## config.mk

```make
export PLATFORM = sky130hd
export DESIGN_NAME = sound_scheduler
export DESIGN_NICKNAME = d
export VERILOG_FILES = /design/src/rtl/sound_pkg.sv /design/src/rtl/sound_scheduler_score_rom.sv /design/src/rtl/sound_scheduler.sv
export SDC_FILE = /design/constraint.sdc
export NUM_CORES = 1
export LEC_CHECK = 0
export CAP_MARGIN = 20
export CORE_MARGIN = 1.5
export CORE_UTILIZATION = 25
export CTS_BUF_LIST = sky130_fd_sc_hd__clkbuf_8 sky130_fd_sc_hd__clkbuf_16
export DETAILED_ROUTE_END_ITERATION = 7
export GPL_TIMING_DRIVEN = 1
export PLACE_DENSITY = 0.45
export SLEW_MARGIN = 0
export SYNTH_ARGS = -nofsm -noshare
export SYNTH_HDL_FRONTEND = slang
export SYNTH_SLANG_ARGS = --single-unit
```

## constraint.sdc

```tcl
create_clock -name clk -period 3.3 [get_ports clk]
set_input_delay 0.66 -clock clk [delete_from_list [all_inputs] [get_ports clk]]
set_output_delay 0.66 -clock clk [all_outputs]
set_load 0.005 [all_outputs]
```

## src/rtl/sound_pkg.sv

```systemverilog
// Shared types, widths and helpers for the sound scheduler.
package sound_pkg;

  localparam int unsigned NOTE_W  = 22;
  localparam int unsigned LEN_W   = 4;
  localparam int unsigned ENTRY_W = NOTE_W + LEN_W;
  localparam int unsigned AMP_W   = 16;

  typedef enum logic [2:0] {
    IDLE   = 3'd0,
    FETCH  = 3'd1,
    DECODE = 3'd2,
    PLAY   = 3'd3,
    GAP    = 3'd4,
    SFX    = 3'd5
  } state_t;

  typedef struct packed {
    logic [NOTE_W-1:0] note;
    logic [LEN_W-1:0]  len;
  } score_entry_t;

  // A rest of zero length terminates the score.
  localparam score_entry_t END_MARKER = '{note: 22'd0, len: 4'd0};

  // Peak amplitude for a volume step; step 0 is mute.
  function automatic logic [AMP_W-1:0] vol_to_amp(input logic [2:0] volume);
    logic [AMP_W-1:0] amp;
    if (volume == 3'd0) begin
      amp = 16'h0000;
    end else begin
      amp = 16'h0040 << volume;
    end
    return amp;
  endfunction

  // A zero length field still plays for one beat.
  function automatic logic [LEN_W-1:0] len_to_beats(input logic [LEN_W-1:0] len);
    logic [LEN_W-1:0] beats;
    if (len == 4'd0) begin
      beats = 4'd1;
    end else begin
      beats = len;
    end
    return beats;
  endfunction

endpackage

```

## src/rtl/sound_scheduler_score_rom.sv

```systemverilog
// Synchronous score ROM: one-cycle read latency, contents supplied as a
// flattened image parameter (entry i occupies bits [i*ENTRY_W +: ENTRY_W]).
// DEPTH is expected to equal 2**ADDR_W so every address is in range.
module score_rom
  import sound_pkg::*;
#(
  parameter int unsigned               DEPTH  = 64,
  parameter int unsigned               ADDR_W = 6,
  parameter logic [DEPTH*ENTRY_W-1:0]  INIT   = '0
) (
  input  logic              clk,
  input  logic              rst,
  input  logic [ADDR_W-1:0] addr,
  output score_entry_t      data
);

  score_entry_t data_d;
  score_entry_t data_q;

  // Pick the addressed word out of the contents image.
  always_comb begin
    data_d = score_entry_t'(INIT[int'(addr) * ENTRY_W +: ENTRY_W]);
  end

  // Read register; the word appears the cycle after the address.
  always_ff @(posedge clk or negedge rst) begin
    if (!rst) begin
      data_q <= END_MARKER;
    end else begin
      data_q <= data_d;
    end
  end

  assign data = data_q;

endmodule

```

## src/rtl/sound_scheduler.sv

```systemverilog
// Song sequencer with a pre-empting one-shot sound effect. Walks the score
// ROM, times notes and articulation gaps, and drives the speaker registers.
module sound_scheduler
  import sound_pkg::*;
#(
  parameter int unsigned                    BEAT_DIV    = 12_500_000,
  parameter int unsigned                    GAP_CYCLES  = 1_000_000,
  parameter int unsigned                    SCORE_DEPTH = 64,
  parameter int unsigned                    ADDR_W      = 6,
  parameter logic [SCORE_DEPTH*ENTRY_W-1:0] SCORE_INIT  = '0
) (
  input  logic              clk,
  input  logic              rst,
  input  logic              play,
  input  logic              stop,
  input  logic              loop_en,
  input  logic [2:0]        volume,
  input  logic              sfx_req,
  input  logic [NOTE_W-1:0] sfx_note_div,
  input  logic [LEN_W-1:0]  sfx_len,
  output logic              sfx_ack,
  output logic [NOTE_W-1:0] note_div,
  output logic [AMP_W-1:0]  audio_min,
  output logic [AMP_W-1:0]  audio_max,
  output logic              busy,
  output logic [ADDR_W-1:0] score_addr
);

  localparam int unsigned TICK_W = (BEAT_DIV > 1) ? $clog2(BEAT_DIV) : 1;
  localparam int unsigned GAP_W  = (GAP_CYCLES > 1) ? $clog2(GAP_CYCLES) : 1;
  localparam logic [TICK_W-1:0] TICK_LAST = TICK_W'(BEAT_DIV - 1);
  localparam logic [GAP_W-1:0]  GAP_LAST  = GAP_W'(GAP_CYCLES - 1);
  localparam logic [ADDR_W-1:0] ADDR_LAST = ADDR_W'(SCORE_DEPTH - 1);

  state_t              state_q, state_d;
  state_t              ret_state_q, ret_state_d;
  logic [ADDR_W-1:0]   score_addr_q, score_addr_d;
  logic [NOTE_W-1:0]   note_q, note_d;
  logic [LEN_W-1:0]    beats_q, beats_d;
  logic [TICK_W-1:0]   tick_q, tick_d;
  logic [GAP_W-1:0]    gap_q, gap_d;
  logic [NOTE_W-1:0]   sfx_note_q, sfx_note_d;
  logic [LEN_W-1:0]    sfx_beats_q, sfx_beats_d;
  logic [TICK_W-1:0]   sfx_tick_q, sfx_tick_d;
  logic                sfx_ack_q, sfx_ack_d;
  logic [NOTE_W-1:0]   note_div_q, note_div_d;
  logic [AMP_W-1:0]    audio_min_q, audio_min_d;
  logic [AMP_W-1:0]    audio_max_q, audio_max_d;
  logic                busy_q, busy_d;

  score_entry_t        rom_entry_s;
  logic                accept_s;
  logic [NOTE_W-1:0]   src_note_s;
  logic [AMP_W-1:0]    amp_s;

  score_rom #(
    .DEPTH  (SCORE_DEPTH),
    .ADDR_W (ADDR_W),
    .INIT   (SCORE_INIT)
  ) u_rom (
    .clk  (clk),
    .rst  (rst),
    .addr (score_addr_q),
    .data (rom_entry_s)
  );

  // An SFX is taken from any non-SFX state unless stop arrives with it.
  assign accept_s = sfx_req && (state_q != SFX) && !stop;

  // Next-state logic; the music context simply freezes while an SFX plays.
  always_comb begin
    state_d      = state_q;
    ret_state_d  = ret_state_q;
    score_addr_d = score_addr_q;
    note_d       = note_q;
    beats_d      = beats_q;
    tick_d       = tick_q;
    gap_d        = gap_q;
    sfx_note_d   = sfx_note_q;
    sfx_beats_d  = sfx_beats_q;
    sfx_tick_d   = sfx_tick_q;
    sfx_ack_d    = 1'b0;

    if (stop) begin
      state_d     = IDLE;
      ret_state_d = IDLE;
      tick_d      = '0;
      gap_d       = '0;
      sfx_tick_d  = '0;
    end else if (accept_s) begin
      state_d     = SFX;
      sfx_ack_d   = 1'b1;
      sfx_note_d  = sfx_note_div;
      sfx_beats_d = len_to_beats(sfx_len);
      sfx_tick_d  = '0;
      if (state_q == IDLE && play) begin
        // Play arriving with the SFX: start the song once the SFX is over.
        ret_state_d  = FETCH;
        score_addr_d = '0;
      end else begin
        ret_state_d = state_q;
      end
    end else begin
      case (state_q)
        IDLE: begin
          if (play) begin
            score_addr_d = '0;
            state_d      = FETCH;
          end else begin
            state_d = IDLE;
          end
        end
        FETCH: begin
          state_d = DECODE;
        end
        DECODE: begin
          if (rom_entry_s == END_MARKER) begin
            if (loop_en) begin
              score_addr_d = '0;
              state_d      = FETCH;
            end else begin
              state_d = IDLE;
            end
          end else begin
            note_d  = rom_entry_s.note;
            beats_d = len_to_beats(rom_entry_s.len);
            tick_d  = '0;
            state_d = PLAY;
          end
        end
        PLAY: begin
          if (tick_q == TICK_LAST) begin
            tick_d = '0;
            if (beats_q == 4'd1) begin
              gap_d   = '0;
              state_d = GAP;
            end else begin
              beats_d = beats_q - 4'd1;
            end
          end else begin
            tick_d = tick_q + TICK_W'(1);
          end
        end
        GAP: begin
          if (gap_q == GAP_LAST) begin
            gap_d = '0;
            if (score_addr_q == ADDR_LAST) begin
              score_addr_d = '0;
            end else begin
              score_addr_d = score_addr_q + ADDR_W'(1);
            end
            state_d = FETCH;
          end else begin
            gap_d = gap_q + GAP_W'(1);
          end
        end
        SFX: begin
          if (sfx_tick_q == TICK_LAST) begin
            sfx_tick_d = '0;
            if (sfx_beats_q == 4'd1) begin
              state_d = ret_state_q;
            end else begin
              sfx_beats_d = sfx_beats_q - 4'd1;
            end
          end else begin
            sfx_tick_d = sfx_tick_q + TICK_W'(1);
          end
        end
        default: begin
          state_d = IDLE;
        end
      endcase
    end
  end

  // Output values for the state being entered, so they line up with it.
  always_comb begin
    case (state_d)
      PLAY:    src_note_s = note_d;
      SFX:     src_note_s = sfx_note_d;
      default: src_note_s = '0;
    endcase
    busy_d = (state_d != IDLE);
    if (state_d == IDLE) begin
      note_div_d = '0;
      amp_s      = '0;
    end else if ((src_note_s != '0) && (volume != 3'd0)) begin
      note_div_d = src_note_s;
      amp_s      = vol_to_amp(volume);
    end else begin
      note_div_d = note_div_q;
      amp_s      = '0;
    end
    audio_max_d = amp_s;
    audio_min_d = 16'd0 - amp_s;
  end

  // State, context and output registers.
  always_ff @(posedge clk or negedge rst) begin
    if (!rst) begin
      state_q      <= IDLE;
      ret_state_q  <= IDLE;
      score_addr_q <= '0;
      note_q       <= '0;
      beats_q      <= '0;
      tick_q       <= '0;
      gap_q        <= '0;
      sfx_note_q   <= '0;
      sfx_beats_q  <= '0;
      sfx_tick_q   <= '0;
      sfx_ack_q    <= 1'b0;
      note_div_q   <= '0;
      audio_min_q  <= '0;
      audio_max_q  <= '0;
      busy_q       <= 1'b0;
    end else begin
      state_q      <= state_d;
      ret_state_q  <= ret_state_d;
      score_addr_q <= score_addr_d;
      note_q       <= note_d;
      beats_q      <= beats_d;
      tick_q       <= tick_d;
      gap_q        <= gap_d;
      sfx_note_q   <= sfx_note_d;
      sfx_beats_q  <= sfx_beats_d;
      sfx_tick_q   <= sfx_tick_d;
      sfx_ack_q    <= sfx_ack_d;
      note_div_q   <= note_div_d;
      audio_min_q  <= audio_min_d;
      audio_max_q  <= audio_max_d;
      busy_q       <= busy_d;
    end
  end

  assign sfx_ack    = sfx_ack_q;
  assign note_div   = note_div_q;
  assign audio_min  = audio_min_q;
  assign audio_max  = audio_max_q;
  assign busy       = busy_q;
  assign score_addr = score_addr_q;

endmodule

```

* Word-level counts from Yosys, hierarchy flattened *
Index checks and enable logic that the tools add are counted.

storage, ports and cells
  bits in registers = 214
  word-level logic and storage cells = 145
  input port bits = 35
  output and inout port bits = 62

operators by class
  shift operators = 2
  reductions and logical operators = 28
  bitwise operators = 2
  multiplexer cells = 61
  multiply operators = 1
  equal/unequal tests = 27
  add/sub/neg operators = 7

operators by type and width
  kind                                                             number
  variable part select 1664 x 12 -> 26 bit (first input constant)  1
  two-way mux 24 bit                                               8
  two-way mux 22 bit                                               8
  two-way mux 20 bit                                               5
  adder 24 x 1 -> 24 bit (second input constant)                   2
  equality test 24 bit (second input constant)                     2
  two-way mux 16 bit                                               3
  case mux 24 bit (2 select lines)                                 1
  case mux 22 bit (2 select lines)                                 1
  two-way mux 6 bit                                                7
  case mux 20 bit (2 select lines)                                 1
  two-way mux 4 bit                                                9
  two-way mux 3 bit                                                11
  zero test 26 bit                                                 1
  != test 3 bit (second input constant)                            8
  nonzero test 22 bit                                              1
  adder 20 x 1 -> 20 bit (second input constant)                   1
  equality test 20 bit (second input constant)                     1
  case mux 3 bit (6 select lines)                                  1
  case mux 6 bit (3 select lines)                                  1
  << shifter 7 x 3 -> 16 bit (first input constant)                1
  subtractor 1 x 16 -> 16 bit (first input constant)               1
  nonzero test 3 bit                                               5
  multiplier 6 x 4 -> 10 bit (second input constant)               1
  22 further kinds                                                 47

* Logic depth before layout (Yosys ltp) *
  word-level depth = 13
  mapped depth = 14
  mapped depth without buffers = 13

* Cells and area by module *
From an unflattened synthesis, not the netlist that was laid out.

unflattened totals
  cell total of the unflattened synthesis = 933
  area total of the unflattened synthesis = 8844.7 µm²

by module, submodules not included
  module           sequential area each (µm²)  area an instance (µm²)  times used  cells an instance
  sound_scheduler  4279.1                      8645.8                  1           906
  score_rom        0.0                         198.9                   1           27

* Worst setup path after synthesis *
Ideal clock, no wire load.

  kind = flip-flop to flip-flop
  start point = reg tick_q[5]
  end point = reg audio_min_q[13], in the netlist audio_min[13]
  stages on the path, launching flop included = 13
  setup slack = -0.029 ns
  path buffers = 1
  required time = 3.174 ns
  library setup time = 0.126 ns
  period minus slack after synthesis = 3.329 ns
  arrival time = 3.203 ns
  cell sequence = dfrtp_1 > or4b_4 > nor4_4 > and4_1 > nand2_1 > a311oi_4 > nand2_2 > buf_6 > or3_1 > ha_1 > nor3_1 > nand3_1 > nor3b_1

on the way
  cells in the longest elaborated chain, start to end = 12
  elaborated cells on any way between the ends = 14
  classes of those cells = add/sub (1); eq/ne (3); mux (7); reduce/logical (3)

ends and longest elaborated chain
  item                                                                 RTL line                RTL
  from (decl)                                                          sound_scheduler.sv:40   logic [TICK_W-1:0] tick_q, tick_d;
  from (signal assigned)                                               sound_scheduler.sv:222  tick_q <= tick_d;
  equality test 24 bit *                                               sound_scheduler.sv:132  if (tick_q == TICK_LAST) begin
  two-way mux 3 bit *                                                  sound_scheduler.sv:132
  case mux 3 bit (6 select lines) *                                    sound_scheduler.sv:104  case (state_q)
  two-way mux 3 bit *                                                  sound_scheduler.sv:90   end else if (accept_s) begin
  two-way mux 3 bit *                                                  sound_scheduler.sv:84   if (stop) begin
  equality test 3 bit or equality test 3 x 2 -> 1 bit (tied branches)  sound_scheduler.sv:178  case (state_d)
  case mux 22 bit (2 select lines)                                     sound_scheduler.sv:178
  nonzero test 22 bit                                                  sound_scheduler.sv:187  end else if ((src_note_s != '0) && (volume != 3'd0)) begin
  logical AND 1 bit                                                    sound_scheduler.sv:187
  two-way mux 16 bit                                                   sound_scheduler.sv:187
  two-way mux 16 bit *                                                 sound_scheduler.sv:184  if (state_d == IDLE) begin
  subtractor 1 x 16 -> 16 bit *                                        sound_scheduler.sv:195  audio_min_d = 16'd0 - amp_s;
  named net audio_min_d[13]                                            sound_scheduler.sv:47   logic [AMP_W-1:0] audio_min_q, audio_min_d;
  to (signal assigned)                                                 sound_scheduler.sv:229  audio_min_q <= audio_min_d;
  to (decl)                                                            sound_scheduler.sv:47

The timed path passes the listed nets; every way through them passes the cells marked *.
A chain may end at the register's enable or synchronous reset.

* Final worst setup path *
  start point = reg tick_q[16]
  end point = reg audio_min_q[11], in the netlist audio_min[11]

Same word-level chain as after synthesis.

==> impl_results.md <==
* Status: finished clean
* Routed Wire Length at 19,700 um
* Fin crit share at 0.982
* Boundary pin count at 97
* Post-synth cell types at 71
* Worst skew pair latency at 0.44 ns
* DR top layer: met4
* Post-Route Utilization at 0.332
* Hold Buf Count CTS at 0
* Total global-route track usage at 0.134
* Synthesized area at 7470 sq um
* CTS tree: built
* Post-synth EDFFs at 0
* DP Area at 9100 sq um
* Pwr Total at 0.00473 W
* Synthesized area per cell at 9.47 sq um
* Largest net degree at the start of global routing at 66
* Crit-path max FO at 3
* First-pass GRT wire length at 32,900 um
* Syn Inst Count at 789
* Worst-margin pin slew at 0.663 ns
* Hold_ws at 0.234 ns
* Clk buf depth at 2
* Initial core utilization at 0.253
* NumNets Final at 972
* DIE HEIGHT at 176 um
* Routed length on met1 at 9280 um
* Critical R2R Launch: tick_q[16]$_DFFE_PN0P_
* Ant. Diodes at 0
* Ys async rst share at 1.00
* DR WL met3 at 958 um
* Port Buf Inserts at 80
* Area grow syn2layout at 31.5%
* Post-synthesis sequential area ratio at 0.499
* Post-route cell area at 9830 sq um
* Unrepaired setup endpoints after global routing: yes
* DRC at 0
* Vias in the first global route at 6,258
* VDD IR max at 0.331 mV
* Post-route ant nets at 0
* Register bit total from synthesis at 149
* Max Clk Rate at 0.309 GHz
* CP required at 3.59 ns
* Initial antenna violation count at 0
* Vias per inst at 4.66
* Top FF cell, synth: dfrtp_1
* Share of cells above drive strength 1 at 0.141
* Hold Vio Cnt, Final at 0
* PwrDens at 481 nW/um^2
* CTS Root Cell: clkbuf_16
* Clk slew on worst S/H paths at 0.08 ns
* Crit Path Class: reg -> reg
* Worst Hold Class: in -> async
* GPL Wtd Cong at 0.783
* Relative slew slack at 0.558
* # setup viols final at 0
* Final worst path period need at 3.24 ns
* Router iterations before antenna repair at 5
* YS warnings at 0
* Final clock skew at 0.0195 ns
* DP Wirelength at 13,600 um
* Leakage at 4.27 nW
* Reg2reg path depth at 12
* CP startpoint: tick_q[16]$_DFFE_PN0P_
* Die outline width at 176 um
* H-tree depth at 4
* Gr ovfl total at 0
* Setup crit end kind: flip-flop
* CP Data Arrival Time at 3.53 ns
* Number of CTS-inserted buffers at 17
* Total negative slack at 0 ns
* Max_cap viols at 0
* Core region area at 29,600 sq um
* Total number of vias at 6,196
* Row cnt at 63
* Startpoint Class: flip-flop
* Slew Limit Fails at 0
* Iteration-0 DRC Markers at 336
* Clk sinks at 149
* WL/cell at 14.8 um
* Met2 Routed Length at 9290 um
* Die area at 30,900 sq um
==> path summary, 6_finish.rpt <==
path | endpoint | slack [ns]
worst min register to register | beats_q[3]$_DFFE_PN0P_ | 0.47
min in group clk | beats_q[3]$_DFFE_PN0P_ | 0.47
worst max register to register | audio_min[11]$_DFF_PN0_ | 0.06
worst min-delay path | tick_q[11]$_DFFE_PN0P_ | 0.23
max in group asynchronous | note_div[19]$_DFFE_PN0P_ | 2.38
worst max-delay path | audio_min[11]$_DFF_PN0_ | 0.06
==> cell usage after synthesis, types with 2 or more instances <==
cell type,n,share of area
dfrtp_1,149,0.50
nand2_1,130,0.065
nor2_1,72,0.036
o21ai_0,38,0.025
nand3_1,34,0.023
a21oi_1,28,0.019
clkbuf_1,24,0.012
xor2_1,23,0.027
a32o_1,22,0.029
buf_4,20,0.020
inv_1,20,0.010
nor3_1,18,0.012
nand4_1,17,0.014
and3_1,16,0.013
xnor2_1,16,0.019
nor4_1,15,0.013
o31ai_1,14,0.014
o21ai_1,12,0.0080
or3_1,11,0.0092
ha_1,9,0.015
and2_1,7,0.0059
nor2b_1,7,0.0059
nand2b_1,6,0.0050
a31oi_1,5,0.0042
and4_1,5,0.0059
nor4b_1,5,0.0059
nor3b_1,4,0.0040
or4_1,4,0.0040
a211oi_1,3,0.0030
buf_6,3,0.0045
nand3b_1,3,0.0030
or4b_1,3,0.0040
a21boi_0,2,0.0020
inv_2,2,0.0010
nand4b_1,2,0.0023
nor4_4,2,0.0057
nor4bb_1,2,0.0027
o22ai_1,2,0.0017
o31a_1,2,0.0023
==> state kept, by name, summed over array words and instances, names as in the netlist <==
name	cells
audio_max	6
beats_q	4
sfx_note_q	22
sfx_ack	1
state_q	3
tick_q	24
busy	1
audio_min	9
ret_state_q	3
score_addr	6
sfx_beats_q	4
note_div	22
gap_q	20
sfx_tick_q	24
==> layout by cell type, fill, tap and decap left out, types with 14 or more instances in the layout <==
| cell type | n |
|---|---|
| a32o_1 | 22 |
| and3_1 | 16 |
| o31ai_1 | 14 |
| xor2_1 | 23 |
| xnor2_1 | 16 |
| nor4_1 | 15 |
| nor3_1 | 17 |
| clkbuf_16 | 17 |
| clkdlybuf4s50_1 | 79 |
| inv_1 | 20 |
| a21oi_1 | 28 |
| conb_1 | 16 |
| dfrtp_1 | 149 |
| nand2_1 | 129 |
| o21ai_0 | 38 |
| buf_4 | 69 |
| nor2_1 | 71 |
| nand3_1 | 34 |
| nand4_1 | 17 |
==> area by class of cell <==
type	count	area [sq um]
tap	390	488
sequential	149	3730
fill	3060	19700
inverter	22	82.6
timing repair buffer	154	1410
clock inverter	15	196
clock buffer	17	425
multi-input combinational	584	3490
==> cells by family after synthesis <==
group | synth area share
AOI/OAI and AO/OA | 0.136
muxes | 0.00285
DFF | 0.499
other | 0.000502
buffers and inverters | 0.0489
adders and majority gates | 0.0151
and+or+nand+nor | 0.252
xor gates and xnor gates | 0.0457
==> power breakdown <==
part	switching [W]	internal (W)
sequential	0.0000862	0.00195
clock	0.000974	0.00104
combinational	0.000356	0.000325
total	0.00142	0.00331
==> routing by layer <==
layer,track usage,vias to the layer above
li1,-,3063
met1,0.176,3021
met2,0.210,103
met3,0.0431,9
met4,0.0338,0
met5,0,-
==> stage by stage <==
step | worst slack (ns) | std cells
finish | 0.0594 | 1331
global route | -0.0434 | 1331
CTS | 0.00677 | 1327
detailed placement | -0.119 | 1293
global placement | -0.0907 | 1293
floorplan | 0.00377 | 804
==> worst max-delay path, stage by stage, from the launching register on <==
cell,delay [ns]
dfrtp_1,0.38
or4b_4,0.55
nor4_4,0.32
buf_4,0.18
and4_4,0.22
nand2_4,0.07
a311oi_4,0.35
nand2_2,0.13
or3_4,0.39
ha_4,0.18
buf_6,0.12
nor2_4,0.11
a41oi_2,0.12
==> what timing repair did <==
action                     CTS  global route
gates resized for setup      3            10
setup buffers                2             4
pin swaps                    8            10
setup endpoints to repair    1            25
Note: power is estimated with default switching activity, not from simulation.
